$ cat config.mk
export PLATFORM = sky130hd
export DESIGN_NAME = if_fetch_unit
export DESIGN_NICKNAME = d
export VERILOG_FILES = /design/src/rtl/if_fetch_unit.sv
export SDC_FILE = /design/constraint.sdc
export NUM_CORES = 1
export LEC_CHECK = 0
export ABC_AREA = 1
export CELL_PAD_IN_SITES_DETAIL_PLACEMENT = 1
export CELL_PAD_IN_SITES_GLOBAL_PLACEMENT = 1
export CORE_MARGIN = 8
export CORE_UTILIZATION = 48
export DETAILED_ROUTE_END_ITERATION = 12
export GPL_ROUTABILITY_DRIVEN = 0
export PLACE_DENSITY = 0.86
export SLEW_MARGIN = 10
export SYNTH_ARGS = -nofsm -noshare
export SYNTH_HDL_FRONTEND = slang
export SYNTH_SLANG_ARGS = --single-unit
$ cat constraint.sdc
create_clock -name clk -period 7 [get_ports clk]
set_input_delay 1.4 -clock clk [delete_from_list [all_inputs] [get_ports clk]]
set_output_delay 1.4 -clock clk [all_outputs]
set_load 0.01 [all_outputs]
$ cat src/rtl/if_fetch_unit.sv
// Instruction-fetch stage: owns the fetch PC, issues IMEM requests under a credit
// limit, and pairs in-order responses with their PC/prediction in a queue toward decode.
module if_fetch_unit #(
  parameter logic [31:0] RESET_PC = 32'h0000_0000,
  parameter int          FQ_DEPTH = 4,
  parameter int          MAX_OUT  = 2
) (
  input  logic        clk,
  input  logic        rst,
  output logic        imem_req_valid,
  input  logic        imem_req_ready,
  output logic [31:0] imem_req_addr,
  input  logic        imem_resp_valid,
  input  logic [31:0] imem_resp_inst,
  output logic        fetch_req_valid,
  output logic        fetch_req_ready,
  output logic [31:0] fetch_addr,
  input  logic [31:0] bpu_next_pc,
  input  logic        bpu_jump,
  input  logic        mispredict,
  output logic        dec_valid,
  input  logic        dec_ready,
  output logic [31:0] dec_pc,
  output logic [31:0] dec_inst,
  output logic        dec_pred_taken
);

  localparam int FQ_AW = (FQ_DEPTH > 1) ? $clog2(FQ_DEPTH) : 1;
  localparam int MO_AW = (MAX_OUT > 1) ? $clog2(MAX_OUT) : 1;
  // Wide enough to hold fq_cnt + meta_cnt and meta_cnt + drop_cnt without wrapping.
  localparam int CW = $clog2(FQ_DEPTH + MAX_OUT + 1);
  localparam logic [CW-1:0]    FQ_LIM  = CW'(FQ_DEPTH);
  localparam logic [CW-1:0]    MO_LIM  = CW'(MAX_OUT);
  localparam logic [MO_AW-1:0] MO_LAST = MO_AW'(MAX_OUT - 1);

  logic [31:0]      r_pc;
  logic [31:0]      r_meta_pc   [MAX_OUT];
  logic             r_meta_pred [MAX_OUT];
  logic [MO_AW-1:0] r_meta_rd;
  logic [MO_AW-1:0] r_meta_wr;
  logic [CW-1:0]    r_meta_cnt;
  logic [CW-1:0]    r_drop_cnt;
  logic [31:0]      r_fq_pc     [FQ_DEPTH];
  logic [31:0]      r_fq_inst   [FQ_DEPTH];
  logic             r_fq_pred   [FQ_DEPTH];
  logic [FQ_AW-1:0] r_fq_rd;
  logic [FQ_AW-1:0] r_fq_wr;
  logic [CW-1:0]    r_fq_cnt;

  logic          w_req_valid;
  logic          w_accept;
  logic          w_resp_use;
  logic          w_resp_drop;
  logic          w_push;
  logic          w_pop;
  logic          w_dec_valid;
  logic [CW-1:0] w_flush_sub;
  logic [CW-1:0] w_drop_flush;

  function automatic logic [MO_AW-1:0] meta_inc(input logic [MO_AW-1:0] p);
    if (p == MO_LAST) return '0;
    else              return p + MO_AW'(1);
  endfunction

  assign w_req_valid = !rst && !mispredict
                       && ((r_fq_cnt + r_meta_cnt) < FQ_LIM)
                       && ((r_meta_cnt + r_drop_cnt) < MO_LIM);
  assign w_accept    = w_req_valid && imem_req_ready;
  // Responses owed to a flushed path are consumed before any live one.
  assign w_resp_drop = imem_resp_valid && (r_drop_cnt != '0);
  assign w_resp_use  = imem_resp_valid && (r_drop_cnt == '0) && (r_meta_cnt != '0);
  assign w_push      = w_resp_use && !mispredict && !rst;
  assign w_dec_valid = (r_fq_cnt != '0) && !mispredict && !rst;
  assign w_pop       = w_dec_valid && dec_ready;

  // A response arriving in the flush cycle retires one owed response itself.
  assign w_flush_sub  = {{(CW-1){1'b0}},
                         imem_resp_valid && ((r_drop_cnt != '0) || (r_meta_cnt != '0))};
  assign w_drop_flush = r_drop_cnt + r_meta_cnt - w_flush_sub;

  assign imem_req_valid  = w_req_valid;
  assign imem_req_addr   = r_pc;
  assign fetch_req_valid = w_req_valid;
  assign fetch_req_ready = imem_req_ready;
  assign fetch_addr      = r_pc;
  assign dec_valid       = w_dec_valid;
  assign dec_pc          = r_fq_pc[r_fq_rd];
  assign dec_inst        = r_fq_inst[r_fq_rd];
  assign dec_pred_taken  = r_fq_pred[r_fq_rd];

  always_ff @(posedge clk) begin
    if (rst) begin
      r_pc       <= RESET_PC;
      r_meta_rd  <= '0;
      r_meta_wr  <= '0;
      r_meta_cnt <= '0;
      r_drop_cnt <= '0;
      r_fq_rd    <= '0;
      r_fq_wr    <= '0;
      r_fq_cnt   <= '0;
    end else if (mispredict) begin
      r_pc       <= bpu_next_pc;
      r_meta_rd  <= '0;
      r_meta_wr  <= '0;
      r_meta_cnt <= '0;
      r_drop_cnt <= w_drop_flush;
      r_fq_rd    <= '0;
      r_fq_wr    <= '0;
      r_fq_cnt   <= '0;
    end else begin
      if (w_accept) begin
        r_pc      <= bpu_next_pc;
        r_meta_wr <= meta_inc(r_meta_wr);
      end
      if (w_resp_use) r_meta_rd <= meta_inc(r_meta_rd);
      if (w_resp_drop) r_drop_cnt <= r_drop_cnt - CW'(1);
      if (w_push) r_fq_wr <= r_fq_wr + FQ_AW'(1);
      if (w_pop) r_fq_rd <= r_fq_rd + FQ_AW'(1);

      case ({w_accept, w_resp_use})
        2'b10:   r_meta_cnt <= r_meta_cnt + CW'(1);
        2'b01:   r_meta_cnt <= r_meta_cnt - CW'(1);
        default: r_meta_cnt <= r_meta_cnt;
      endcase

      case ({w_push, w_pop})
        2'b10:   r_fq_cnt <= r_fq_cnt + CW'(1);
        2'b01:   r_fq_cnt <= r_fq_cnt - CW'(1);
        default: r_fq_cnt <= r_fq_cnt;
      endcase
    end
  end

  // Payload storage needs no reset; occupancy is tracked by the counters above.
  always_ff @(posedge clk) begin
    if (w_accept) begin
      r_meta_pc[r_meta_wr]   <= r_pc;
      r_meta_pred[r_meta_wr] <= bpu_jump;
    end
    if (w_push) begin
      r_fq_pc[r_fq_wr]   <= r_meta_pc[r_meta_rd];
      r_fq_inst[r_fq_wr] <= imem_resp_inst;
      r_fq_pred[r_fq_wr] <= r_meta_pred[r_meta_rd];
    end
  end

endmodule

======== Word-level counts from Yosys, hierarchy flattened ========
Memories as Yosys holds them, arrays and structs flattened. A register that Yosys moved wholly into a read port is not among the register bits.
Index checks and enable logic that the tools add are counted.
storage, ports and cells
  register bits ........................... 47
  bits in writable memories ............... 326
  word-level logic and storage cells ...... 78
  bits of input ports ..................... 71
  memories ................................ 5
  output and inout port bits .............. 133
memories
  name         depth  bits a word  read ports  clocked after memory_dff  wr ports  line  source
  r_fq_inst    4      32           1           1                         1         44    logic [31:0] r_fq_inst [FQ_DEPTH];
  r_fq_pc      4      32           1           1                         1         43    logic [31:0] r_fq_pc [FQ_DEPTH];
  r_meta_pc    2      32           1           1                         1         37    logic [31:0] r_meta_pc [MAX_OUT];
  r_fq_pred    4      1            1           1                         1         45    logic r_fq_pred [FQ_DEPTH];
  r_meta_pred  2      1            1           1                         1         38    logic r_meta_pred [MAX_OUT];
operators by class
  reductions and logical operators ........ 25
  equal/unequal tests ..................... 4
  mux-type cells .......................... 22
  add/sub/neg operators ................... 12
  magnitude comparators ................... 2
operator list
  kind                   count
  $mux W32               2
  $logic_and A1 B1 Y1    13
  $mux W2                6
  $pmux W3 S2            2
  $mux W1                10
  $reduce_bool A3 Y1     3
  $sub A3 B1 Y3 const B  3
  $reduce_bool A2 Y1     4
  $add A3 B1 Y3 const B  2
  $add A3 B3 Y3          2
  $mux W3                2
  $add A2 B1 Y2 const B  2
  $eq A2 B1 Y1 const B   2
  $eq A2 B2 Y1 const B   2
  $logic_not A3 Y1       1
  $lt A3 B2 Y1 const B   1
  $lt A3 B3 Y1 const B   1
  $sub A3 B1 Y3          1
  $add A1 B1 Y1 const B  2
  $logic_not A1 Y1       2
  $reduce_or A2 Y1       1
  $logic_or A1 B1 Y1     1

======== Depth between registers and ports, before layout ========
Gate-level depths: netlist (run 1).
  depth in word-level cells ............... 7
  gate-level depth with buffers ........... 18
  gate-level depth less buffers ........... 17

======== Least setup slack after synthesis (run 1) ========
Ideal clock, no wire load.
  kind .................................... input port to flip-flop
  from .................................... in mispredict
  to ...................................... mem r_fq_inst[0][0], enable pin
  library setup time ...................... 0.488 ns
  required time ........................... 6.512 ns
  stages on the path ...................... 4
  path buffers ............................ 1
  data arrival time ....................... 4.655 ns
  slack ................................... 1.856 ns
  cell sequence ........................... nor2_1 -> buf_1 -> nand2_1 -> nor2_1
between the ends
  word-level cells in the longest chain between the ends .. 5
ends and longest elaborated chain
  what                               line  source
  start: declaration                 20    input logic mispredict,
  $logic_not A1 Y1                   72    assign w_push = w_resp_use && !mispredict && !rst;
  $logic_and A1 B1 Y1 (2 in series)  72
  $mux W1                            140   if (w_push) begin
  $mux W1 (implied by the code)      142   r_fq_inst[r_fq_wr] <= imem_resp_inst;
  end: declaration                   44
No other way between the ends.

======== Final worst setup path (run 1) ========
  from .................................... in mispredict
  to ...................................... out dec_valid
between the ends
  word-level cells in the longest chain between the ends .. 3
ends and longest elaborated chain
  what                               line  source
  $logic_not A1 Y1                   73    assign w_dec_valid = (r_fq_cnt != '0) && !mispredict && !rst;
  $logic_and A1 B1 Y1 (2 in series)  73
  end: declaration                   21    output logic dec_valid,
No other way between the ends.

==> results_tabular.tex, run 1 <==
\begin{tabular}{lr}
\hline
Metric & Value \\
\hline
\multicolumn{2}{l}{\textbf{Timing}} \\
Worst slew slack as a fraction of its limit & 31.03\% \\
Worst slew pin tran & 1.035 ns \\
Pins over their slew limit & 0 \\
Worst-case hold slack & 0.4768 ns \\
Hold Violations, Final & 0 \\
Final setup violation count & 0 \\
Max Clk Rate & a little over 0.2 GHz \\
Crit path time final & slightly below 5 ns \\
Clock skew & 0.02197 ns \\
Setup repair after global routing missed its margin & no \\
Final sum of negative setup slack & 0 ns \\
Portion of the clock cycle consumed by the worst path in the final layout & 69.91\% \\
\multicolumn{2}{l}{\textbf{Critical path}} \\
Cell family with most CP delay & buffers and inverters \\
Cells traversed along the worst timing path & clkdlybuf4s50\_1 -> nor2\_1 -> inv\_1 -> nor2\_1 -> clkdlybuf4s50\_1 \\
Category of the worst setup path launch point & input port \\
Type of the worst setup path & in -> out \\
Max FO, Critical Path & 12 \\
Required time of the critical path & 5.60 ns \\
Path depth of the worst reg2reg path & 18 \\
Buffering stage count on the worst path with inverters included & 3 \\
Crit-path max cell delay & 0.59 ns \\
Logic depth of the worst path, buffers included & 5 \\
FF-to-FF setup slack & 3.69 ns \\
Kind of capture point of the worst setup path & output pin \\
Slowest cell on the critical path & sky130\_fd\_sc\_hd\_\_clkdlybuf4s50\_1 \\
Arr. time, crit path & approximately 3.5 ns \\
\multicolumn{2}{l}{\textbf{Detailed routing}} \\
Vias post-DR & 9156 \\
Remaining DRCs & 0 \\
Per-cell via count in the routed design & between 5 and 6 \\
Routed wire per std cell & $\sim$21 um \\
Final wirelength & approximately 36000 um \\
Count of nets left with antenna violations after detail routing & 0 \\
DRT iter0 DRCs & 438 \\
First-pass iteration count of the detailed router & 4 \\
\multicolumn{2}{l}{\textbf{Clock tree}} \\
Sink Count & 376 \\
Clock slew seen by the registers of the worst setup and hold paths & about 0.06 ns \\
Clock tree from TritonCTS & done \\
CTS H-Tree Depth & 2 \\
Maximum root-to-sink buffer count & 3 \\
PostCTS Resize Cnt & 0 \\
Clock insertion delay at the later pin of the skew report & 0.52 ns \\
Post-CTS Setup Inserts & 0 \\
Root buffer cell & sky130\_fd\_sc\_hd\_\_clkbuf\_16 \\
Hold buffer count at CTS & 0 \\
Total clock buffers created by CTS & 38 \\
\multicolumn{2}{l}{\textbf{Logic synthesis}} \\
Top post-synthesis cells by count & sky130\_fd\_sc\_hd\_\_edfxtp\_1, sky130\_fd\_sc\_hd\_\_nor2\_1, sky130\_fd\_sc\_hd\_\_o21ai\_0 \\
Most instantiated library cell after synthesis & sky130\_fd\_sc\_hd\_\_edfxtp\_1 \\
Synthesized Nets & 1210 \\
Library cell with the largest summed area after synthesis & sky130\_fd\_sc\_hd\_\_edfxtp\_1 \\
Share of synthesized area occupied by flip-flops and latches & 73.48\% \\
Number of instances in the synthesized netlist & 1124 \\
Share of Yosys cell area claimed by the top area cell type & 66.67\% \\
Share of async-settable or async-resettable flops after synthesis & 0\% \\
Post-synthesis sequential element count & 376 \\
Number of flops mapped to enable cells by yosys & 326 \\
Post-synthesis cell type count & 29 \\
Top post-synthesis cells by area & sky130\_fd\_sc\_hd\_\_edfxtp\_1, sky130\_fd\_sc\_hd\_\_dfxtp\_1, sky130\_fd\_sc\_hd\_\_o21ai\_0 \\
Predominant post-synthesis flop cell & sky130\_fd\_sc\_hd\_\_edfxtp\_1 \\
Ys Warns & 0 \\
Post-synthesis area per instance & 13.06 sq um \\
Area of the mapped netlist & approximately 15000 sq um \\
\multicolumn{2}{l}{\textbf{Pwr}} \\
Maximum resistive drop on vdd & 0.1471 mV \\
Power share of the combinational group & 5.0\% \\
Part of the power in the clock network & 41.8\% \\
Cell Int Power & 3.736 mW \\
Net switching power & 944.8 uW \\
Total power & 4.680 mW \\
Register share of total power & 53.1\% \\
Leakage & 6.169 nW \\
Pwr dens & roughly 260 nW/um\^{}2 \\
Switching fraction of total power & approximately 20\% \\
\multicolumn{2}{l}{\textbf{Floorplanning}} \\
Initial Utilization & 48.38\% \\
Top Ports & 204 \\
Core Region & 30350 sq um \\
Die Height & 190.9 um \\
Placement Rows & 64 \\
Total die area & 36440 sq um \\
Die X-Extent & $\sim$190 um \\
\multicolumn{2}{l}{\textbf{GRT}} \\
Busiest layer in global routing & met2 \\
Global-route track usage on met2 & 33.47\% \\
Via count of the first global-routing pass & around 10000 \\
Global-route met3 utilization & 4.232\% \\
Global route overflow & 0 \\
Initial antenna violation count & 0 \\
Met1 routing resource usage after global routing & between 20\% and 30\% \\
Global-route wire length before repair & 56160 um \\
Largest net degree at the start of global routing & 102 \\
GRT Total Usage & 19.48\% \\
\multicolumn{2}{l}{\textbf{Run}} \\
Max-cap violations & 0 \\
\multicolumn{2}{l}{\textbf{Layout}} \\
Layout Nets & around 1400 \\
Core Util, Final & 59.33\% \\
Post-route standard cell area excluding fillers & between 15000 and 20000 sq um \\
Layout Area Growth over Synthesis & 22.63\% \\
Count of antenna diodes in the layout & 0 \\
Layout cells sized above 1 & between 9 and 10\% \\
\multicolumn{2}{l}{\textbf{Placed design}} \\
Total placed instance area & 16820 sq um \\
Port Buf Inserts & 203 \\
Detailed-placement wirelength estimate & about 22000 um \\
\multicolumn{2}{l}{\textbf{Status}} \\
Status & complete, no violations \\
\multicolumn{2}{l}{\textbf{Worst hold path}} \\
Number of cells on the worst hold path & 2 \\
Type of the most critical hold path & reg -> reg \\
\hline
\end{tabular}
[per-stage QoR]
step           cells  setup slack (ns)
6_report        1701             2.107
5_1_grt         1701             1.908
4_1_cts         1701             2.041
3_5_place_dp    1636             2.081
3_3_place_gp    1636             2.110
2_1_floorplan   1124             1.856
[cells in the final DEF (no fill, tap or decap), drive strengths merged, types with 33 or more instances in the layout]
master | netlist | final
o21ai | 145 | 145
a21oi | 48 | 48
mux2 | 33 | 33
o22ai | 65 | 65
inv | 64 | 66
nand3 | 36 | 36
clkdlybuf4s50 | 0 | 203
clkbuf | 47 | 55
edfxtp | 326 | 326
nor2 | 183 | 183
dfxtp | 50 | 50
nand2 | 51 | 51
[final cells by class]
class / count / area, sq um
fill: 3003 / 12340
clock buffer: 55 / 1056
multi-input combinational: 584 / 3167
inverter: 66 / 250.2
clock inverter: 10 / 128.9
tap: 396 / 495.5
timing repair buffer: 214 / 2115
sequential: 376 / 10800
[power groups by stage]
stage	logic, mW	clock network (mW)	registers, mW
after floorplan	0.113	0	2.53
after global placement	0.228	0	2.53
after detailed placement	0.237	0	2.53
after CTS	0.240	2.00	2.49
after global routing	0.260	2.06	2.49
final	0.236	1.96	2.49
[registers in the layout, indices dropped and copies added, names as in the netlist, named ones only]
name and count:
fetch_addr 32, r_drop_cnt 3, r_fq_cnt 3, r_fq_inst 128
r_fq_pc 128, r_fq_pred 4, r_fq_rd 2, r_fq_wr 2
r_meta_cnt 3, r_meta_pc 64, r_meta_pred 2, r_meta_rd 1
r_meta_wr 1
[tightest hold or removal path: stages, from the launching register on]
cell and delay [ns]:
sky130_fd_sc_hd__dfxtp_1 0.29, sky130_fd_sc_hd__inv_1 0.07, sky130_fd_sc_hd__a21oi_1 0.06
[path summary, 6_finish.rpt]
check           startpoint       endpoint
min              r_meta_rd      r_meta_rd
min reg2reg      r_meta_rd      r_meta_rd
max reg2reg  r_meta_cnt[0]  r_meta_cnt[2]
max             mispredict      dec_valid
[per-layer routing]
| metal | up-vias | part of all wire, % |
|---|---|---|
| li1 | 4298 | - |
| met1 | 4568 | 43 |
| met2 | 240 | 49 |
| met3 | 50 | 6.0 |
| met4 | 0 | 1.8 |
| met5 | - | 0 |
[cell families after synthesis]
group           after synthesis  synth area share [%]
fa+ha+maj                    15                 1.431
buf+inv                     164                 5.257
mux                          33                 2.531
flops                       376                 73.48
simple gates                272                 7.354
compound gates              260                 9.705
xor+xnor                      4                0.2386
No activity file was read; power rests on OpenSTA's default activity.
==> inputs of run 2 (changes only) <==
Settings changed: CORE_UTILIZATION 48 to 40, PLACE_DENSITY 0.86 to 0.77.
Clock period 7 ns to 4.27 ns, I/O delays scaled along.
==> run 2 against run 1 <==
Compared with the run above: sequential cell count unchanged; register-to-register slack got worse by 2.3 ns; worst setup slack got worse by 1.7 ns; critical path type is now reg -> out.
==> results_tabular.tex, run 2 (same netlist as run 1, synthesis figures left out) <==
\begin{tabular}{lr}
\hline
Metric & Value \\
\hline
\multicolumn{2}{l}{\textbf{Status}} \\
Status & complete, no violations \\
\multicolumn{2}{l}{\textbf{Timing}} \\
Hold Violations, Final & 0 (unchanged) \\
Pins over their slew limit & 0 (unchanged) \\
Clock skew & 0.01956 ns (-0.002413 ns) \\
Crit path time final & 3.857 ns \\
Max Clk Rate & 0.2593 GHz \\
Setup repair after global routing missed its margin & no \\
Worst slew pin tran & 0.8309 ns (-0.2036 ns) \\
Portion of the clock cycle consumed by the worst path in the final layout & 90.32\% \\
Final setup violation count & 0 (unchanged) \\
Worst slew slack as a fraction of its limit & 44.60\% (+14 points) \\
\multicolumn{2}{l}{\textbf{GRT}} \\
Global route overflow & 0 (unchanged) \\
GRT Total Usage & 15.84\% (-3.6 points) \\
Initial antenna violation count & 0 (unchanged) \\
Via count of the first global-routing pass & 9730 (-3.1\%) \\
Global-route wire length before repair & 54250 um (-3.4\%) \\
Largest net degree at the start of global routing & 66 (-35\%) \\
\multicolumn{2}{l}{\textbf{Clock tree}} \\
Post-CTS Setup Inserts & 0 (unchanged) \\
Clock tree from TritonCTS & done \\
PostCTS Resize Cnt & 0 (unchanged) \\
Clock slew seen by the registers of the worst setup and hold paths & 0.06 ns (about the same) \\
CTS H-Tree Depth & 2 (unchanged) \\
Root buffer cell & sky130\_fd\_sc\_hd\_\_clkbuf\_16 \\
Maximum root-to-sink buffer count & 3 (unchanged) \\
Clock insertion delay at the later pin of the skew report & 0.54 ns (+0.02 ns) \\
Sink Count & 376 (unchanged) \\
Hold buffer count at CTS & 0 (unchanged) \\
Total clock buffers created by CTS & 41 (+7.9\%) \\
\multicolumn{2}{l}{\textbf{Layout}} \\
Layout Nets & 1375 (+0.66\%) \\
Highest-count cells in the layout ignoring fill and taps & sky130\_fd\_sc\_hd\_\_edfxtp\_1, sky130\_fd\_sc\_hd\_\_clkdlybuf4s50\_1, sky130\_fd\_sc\_hd\_\_nor2\_1, sky130\_fd\_sc\_hd\_\_o21ai\_0, sky130\_fd\_sc\_hd\_\_o22ai\_1 \\
Regs by FF count & r\_fq\_inst x128, r\_fq\_pc x128, r\_meta\_pc x64 \\
Layout cells sized above 1 & 10.15\% (+1.1 points) \\
Post-route standard cell area excluding fillers & 18340 sq um (+1.8\%) \\
Count of antenna diodes in the layout & 0 (unchanged) \\
Layout Area Growth over Synthesis & 24.86\% \\
Number of standard cells in the final layout excluding fillers & 1788 (+5.1\%) \\
Fill count & 3704 (+23\%) \\
Most common library cell in the layout ignoring fill and taps & sky130\_fd\_sc\_hd\_\_edfxtp\_1 \\
\multicolumn{2}{l}{\textbf{Detailed routing}} \\
DRT iter0 DRCs & 333 (-24\%) \\
Count of nets left with antenna violations after detail routing & 0 (unchanged) \\
First-pass iteration count of the detailed router & 4 (unchanged) \\
Per-cell via count in the routed design & 5.079 (-5.6\%) \\
Routed wire per std cell & 19.54 um (-7.0\%) \\
Remaining DRCs & 0 (unchanged) \\
Vias post-DR & 9082 (-0.81\%) \\
Final wirelength & 34940 um (-2.3\%) \\
\multicolumn{2}{l}{\textbf{Critical path}} \\
Required time of the critical path & 3.42 ns (-2.18 ns) \\
Cells traversed along the worst timing path & inv\_4 -> buf\_4 -> o21ai\_0 -> o22ai\_1 -> clkdlybuf4s50\_1 \\
Buffering stage count on the worst path with inverters included & 3 (unchanged) \\
Type of the worst setup path & reg -> out \\
Max FO, Critical Path & 59 (+47) \\
Slowest cell on the critical path & sky130\_fd\_sc\_hd\_\_clkdlybuf4s50\_1 \\
Crit-path max cell delay & 0.58 ns (about the same) \\
FF-to-FF setup slack & 1.37 ns (-2.32 ns) \\
Arr. time, crit path & 3.00 ns (-0.49 ns) \\
Kind of capture point of the worst setup path & output pin \\
Cell family with most CP delay & buffers and inverters \\
Category of the worst setup path launch point & flop \\
\multicolumn{2}{l}{\textbf{Run}} \\
Max-cap violations & 0 (unchanged) \\
\multicolumn{2}{l}{\textbf{Pwr}} \\
Maximum resistive drop on vdd & 0.2518 mV (+71\%) \\
Leakage & 6.275 nW (+1.7\%) \\
Pwr dens & 426.7 nW/um\^{}2 (+64\%) \\
Total power & 7.824 mW (+67\%) \\
\multicolumn{2}{l}{\textbf{Placed design}} \\
Port Buf Inserts & 203 (unchanged) \\
Detailed-placement wirelength estimate & 21360 um (-2.3\%) \\
Placed Instances & 1714 (+4.8\%) \\
Total placed instance area & 17030 sq um (+1.3\%) \\
\multicolumn{2}{l}{\textbf{Floorplanning}} \\
Die X-Extent & 207.6 um (+8.7\%) \\
Placement Rows & 70 (+9.4\%) \\
Top Ports & 204 (unchanged) \\
Initial Utilization & 40.40\% (-8.0 points) \\
Core Region & 36350 sq um (+20\%) \\
Die Height & 207.6 um (+8.7\%) \\
Total die area & 43100 sq um (+18\%) \\
\multicolumn{2}{l}{\textbf{Worst hold path}} \\
Type of the most critical hold path & reg -> reg \\
\hline
\end{tabular}
-- run 2: cell count changes in the layout (fill, tap and decap cells not counted), sizes merged --
cell      delta
clkbuf       +3
buf          +6
inv          +3
clkinvlp     +1
clkinv       +3
bufinv       -1
-- run 2: worst paths after layout --
kind,from,endpoint,cells after the start
setup / recovery,flop,dec_inst[26],5
hold / removal,r_meta_rd,flop,2
setup reg to reg,r_meta_cnt[0],r_meta_cnt[2],17
hold reg to reg,r_meta_rd,flop,2
-- run 2: where the power goes --
group,switching [mW],internal [mW]
clock network,1.39,1.98
logic,0.182,0.200
registers,0.0467,4.03
total,1.62,6.21
-- run 2: per-stage QoR --
stage | util (%) | TNS (ns) | setup slack (ns) | hold WS [ns]
final | 50.44 | 0 | 0.4135 | 0.4897
after global routing | 50.44 | 0 | 0.1960 | 0.5257
after CTS | 50.44 | 0 | 0.3484 | 0.4925
after detailed placement | 46.86 | 0 | 0.8630 | 0.4765
after global placement | 46.86 | 0 | 0.8796 | 0.4542
after floorplan | - | -85.16 | -0.3276 | 0.4476
-- run 2: layer usage --
metal | up-vias | track usage [%] | wire (um)
met5 | - | 0 | 0
met4 | 0 | 4.190 | 631
met3 | 46 | 4.091 | 1846
met2 | 202 | 27.40 | 16960
met1 | 4502 | 19.49 | 15500
li1 | 4332 | - | -
-- run 2: area by class of cell --
type	instances	area [sq um]	area share [%]
clock buffer	58	1120	6.108
clock inverter	16	181.4	0.9895
inverter	66	250.2	1.365
multi-input combinational	584	3167	17.27
sequential	376	10800	58.88
tap	468	585.6	3.194
timing repair buffer	220	2235	12.19
-- run 2: tightest hold or removal path: stages, from the launching register on --
cell and delay, ns:
sky130_fd_sc_hd__dfxtp_1 0.30, sky130_fd_sc_hd__inv_1 0.08, sky130_fd_sc_hd__a21oi_1 0.06
==> inputs of run 3 (changes only) <==
Settings changed: PLACE_DENSITY 0.77 to 0.87.
==> run 3 against run 2 <==
Compared with the run above: clock-buffer cell count is 8 lower; clock skew is 0.0057 ns higher; worst setup slack better by 0.11 ns; core utilization is 0.10 points higher; critical path depth stayed put; non-clock buffer count is 2 higher; critical path type unchanged; largest power group unchanged.
==> results_tabular.tex, run 3 (same netlist as run 1, synthesis figures left out) <==
\begin{tabular}{lr}
\hline
Metric & Value \\
\hline
\multicolumn{2}{l}{\textbf{Status}} \\
Status & complete, no violations \\
\multicolumn{2}{l}{\textbf{Clock tree}} \\
Clock slew seen by the registers of the worst setup and hold paths & 0.06 ns (about the same) \\
Post-CTS Setup Inserts & 0 (unchanged) \\
Clock tree from TritonCTS & done \\
Root buffer cell & sky130\_fd\_sc\_hd\_\_clkbuf\_16 \\
Maximum root-to-sink buffer count & 3 (unchanged) \\
Hold buffer count at CTS & 0 (unchanged) \\
CTS H-Tree Depth & 2 (unchanged) \\
Clock insertion delay at the later pin of the skew report & 0.54 ns (about the same) \\
Sink Count & 376 (unchanged) \\
Total clock buffers created by CTS & 40 (-2.4\%) \\
PostCTS Resize Cnt & 0 (unchanged) \\
\multicolumn{2}{l}{\textbf{Detailed routing}} \\
Per-cell via count in the routed design & 5.199 (+2.4\%) \\
DRT iter0 DRCs & 385 (+16\%) \\
First-pass iteration count of the detailed router & 4 (unchanged) \\
Remaining DRCs & 0 (unchanged) \\
Routed wire per std cell & 20.68 um (+5.9\%) \\
Count of nets left with antenna violations after detail routing & 0 (unchanged) \\
Vias post-DR & 9291 (+2.3\%) \\
Final wirelength & 36960 um (+5.8\%) \\
\multicolumn{2}{l}{\textbf{Pwr}} \\
Pwr dens & 432.7 nW/um\^{}2 (+1.4\%) \\
Register share of total power & 51.3\% (-0.8 points) \\
Leakage & 6.301 nW (+0.42\%) \\
Maximum resistive drop on vdd & 0.2115 mV (-16\%) \\
Cell Int Power & 6.331 mW (+2.0\%) \\
Net switching power & 1.618 mW (about the same) \\
Switching fraction of total power & 20.36\% (-0.31 points) \\
Total power & 7.949 mW (+1.6\%) \\
Part of the power in the clock network & 43.8\% (+0.8 points) \\
Power share of the combinational group & 4.9\% (about the same) \\
\multicolumn{2}{l}{\textbf{Layout}} \\
Layout cells sized above 1 & 10.24\% (+0.091 points) \\
Sequential cell area & 10800 sq um (unchanged) \\
Most common library cell in the layout ignoring fill and taps & sky130\_fd\_sc\_hd\_\_edfxtp\_1 \\
Layout Area Growth over Synthesis & 25.11\% \\
Highest-count cells in the layout ignoring fill and taps & sky130\_fd\_sc\_hd\_\_edfxtp\_1, sky130\_fd\_sc\_hd\_\_clkdlybuf4s50\_1, sky130\_fd\_sc\_hd\_\_nor2\_1, sky130\_fd\_sc\_hd\_\_o21ai\_0, sky130\_fd\_sc\_hd\_\_o22ai\_1 \\
Core Util, Final & 50.54\% (+0.10 points) \\
Regs by FF count & r\_fq\_inst x128, r\_fq\_pc x128, r\_meta\_pc x64 \\
Layout Nets & 1376 (+0.073\%) \\
Fill count & 3638 (-1.8\%) \\
Footprint of the multi-input gates & 3167 sq um (unchanged) \\
\multicolumn{2}{l}{\textbf{Timing}} \\
Portion of the clock cycle consumed by the worst path in the final layout & 87.68\% (-2.6 points) \\
Hold Violations, Final & 0 (unchanged) \\
Worst slew pin tran & 0.7896 ns (-0.04130 ns) \\
Worst slew slack as a fraction of its limit & 47.36\% (+2.8 points) \\
Final setup violation count & 0 (unchanged) \\
Clock skew & 0.02522 ns (+0.005661 ns) \\
Setup repair after global routing missed its margin & no \\
Crit path time final & 3.744 ns (-0.1125 ns) \\
Pins over their slew limit & 0 (unchanged) \\
Max Clk Rate & 0.2671 GHz (+3.0\%) \\
\multicolumn{2}{l}{\textbf{Floorplanning}} \\
Die X-Extent & 207.6 um (unchanged) \\
Die Height & 207.6 um (unchanged) \\
Top Ports & 204 (unchanged) \\
Core Region & 36350 sq um (unchanged) \\
Placement Rows & 70 (unchanged) \\
Total die area & 43100 sq um (unchanged) \\
Initial Utilization & 40.40\% (unchanged) \\
\multicolumn{2}{l}{\textbf{Critical path}} \\
Required time of the critical path & 3.42 ns (about the same) \\
Kind of capture point of the worst setup path & output pin \\
FF-to-FF setup slack & 1.22 ns (-0.15 ns) \\
Category of the worst setup path launch point & flop \\
Type of the worst setup path & reg -> out \\
Arr. time, crit path & 2.89 ns (-0.11 ns) \\
Max FO, Critical Path & 55 (-6.8\%) \\
\multicolumn{2}{l}{\textbf{GRT}} \\
Initial antenna violation count & 1 (+1) \\
Via count of the first global-routing pass & 10150 (+4.3\%) \\
GRT Total Usage & 16.76\% (+0.92 points) \\
Largest net degree at the start of global routing & 66 (unchanged) \\
Global-route wire length before repair & 57750 um (+6.4\%) \\
Global route overflow & 0 (unchanged) \\
\multicolumn{2}{l}{\textbf{Worst hold path}} \\
Type of the most critical hold path & reg -> reg \\
\multicolumn{2}{l}{\textbf{Run}} \\
Max-cap violations & 0 (unchanged) \\
\multicolumn{2}{l}{\textbf{Placed design}} \\
Port Buf Inserts & 203 (unchanged) \\
Detailed-placement wirelength estimate & 23150 um (+8.4\%) \\
\hline
\end{tabular}
## run 3: cell count changes in the layout (fill, tap and decap cells not counted), moves of 2 or more
cell / delta
sky130_fd_sc_hd__clkinv_1: +4
sky130_fd_sc_hd__bufinv_16: +3
sky130_fd_sc_hd__buf_4: +2
sky130_fd_sc_hd__clkbuf_1: -7
sky130_fd_sc_hd__clkinvlp_4: -2
## run 3: final cells by class
class	instances	share of cell area, %
clock inverter	20	1.308
multi-input combinational	584	17.24
timing repair buffer	222	12.25
inverter	66	1.362
clock buffer	50	5.878
sequential	376	58.77
tap	468	3.187
antenna	1	0.01362
## run 3: power by group through the flow
stage,Clock (mW),Sequential (mW),Combinational (mW)
detailed placement,0,4.16,0.387
floorplan,0,4.15,0.186
global route,3.69,4.08,0.424
CTS,3.56,4.08,0.393
finish,3.48,4.08,0.387
global placement,0,4.15,0.373
## run 3: layer usage
layer	routed length (um)	share of wire [%]	global-route usage, %	vias to the layer above
met5	0	0	0	-
met4	655	1.8	4.264	0
met3	1778	4.8	3.653	49
met2	18310	50	29.10	233
met1	16210	44	21.05	4686
li1	-	-	-	4323
## run 3: path summary, 6_finish.rpt
path / startpoint / end / depth (start not counted)
worst max-delay path: flop / dec_pc[14] / 5
worst min-delay path: r_meta_rd / r_meta_rd / 2
worst min register to register: r_meta_rd / r_meta_rd / 2
worst max register to register: r_meta_cnt[1] / r_meta_cnt[1] / 14
## run 3: worst max-delay path: stages (launching register included)
cell	delay, ns
sky130_fd_sc_hd__dfxtp_4	0.52
sky130_fd_sc_hd__inv_4	0.48
sky130_fd_sc_hd__buf_4	0.41
sky130_fd_sc_hd__nor2_1	0.09
sky130_fd_sc_hd__o22ai_1	0.24
sky130_fd_sc_hd__clkdlybuf4s50_1	0.59
## run 3: metrics by stage
stage / hold WS [ns] / worst slack, ns / cell area, sq um / instances / setup TNS [ns]
after floorplan: 0.4476 / -0.3276 / 14680 / 1124 / -85.16
after global placement: 0.4581 / 0.8119 / 17050 / 1716 / 0
after detailed placement: 0.4796 / 0.7399 / 17050 / 1716 / 0
after CTS: 0.4891 / 0.4451 / 18370 / 1786 / 0
after global routing: 0.5111 / 0.3363 / 18370 / 1787 / 0
final: 0.4889 / 0.5260 / 18370 / 1787 / 0
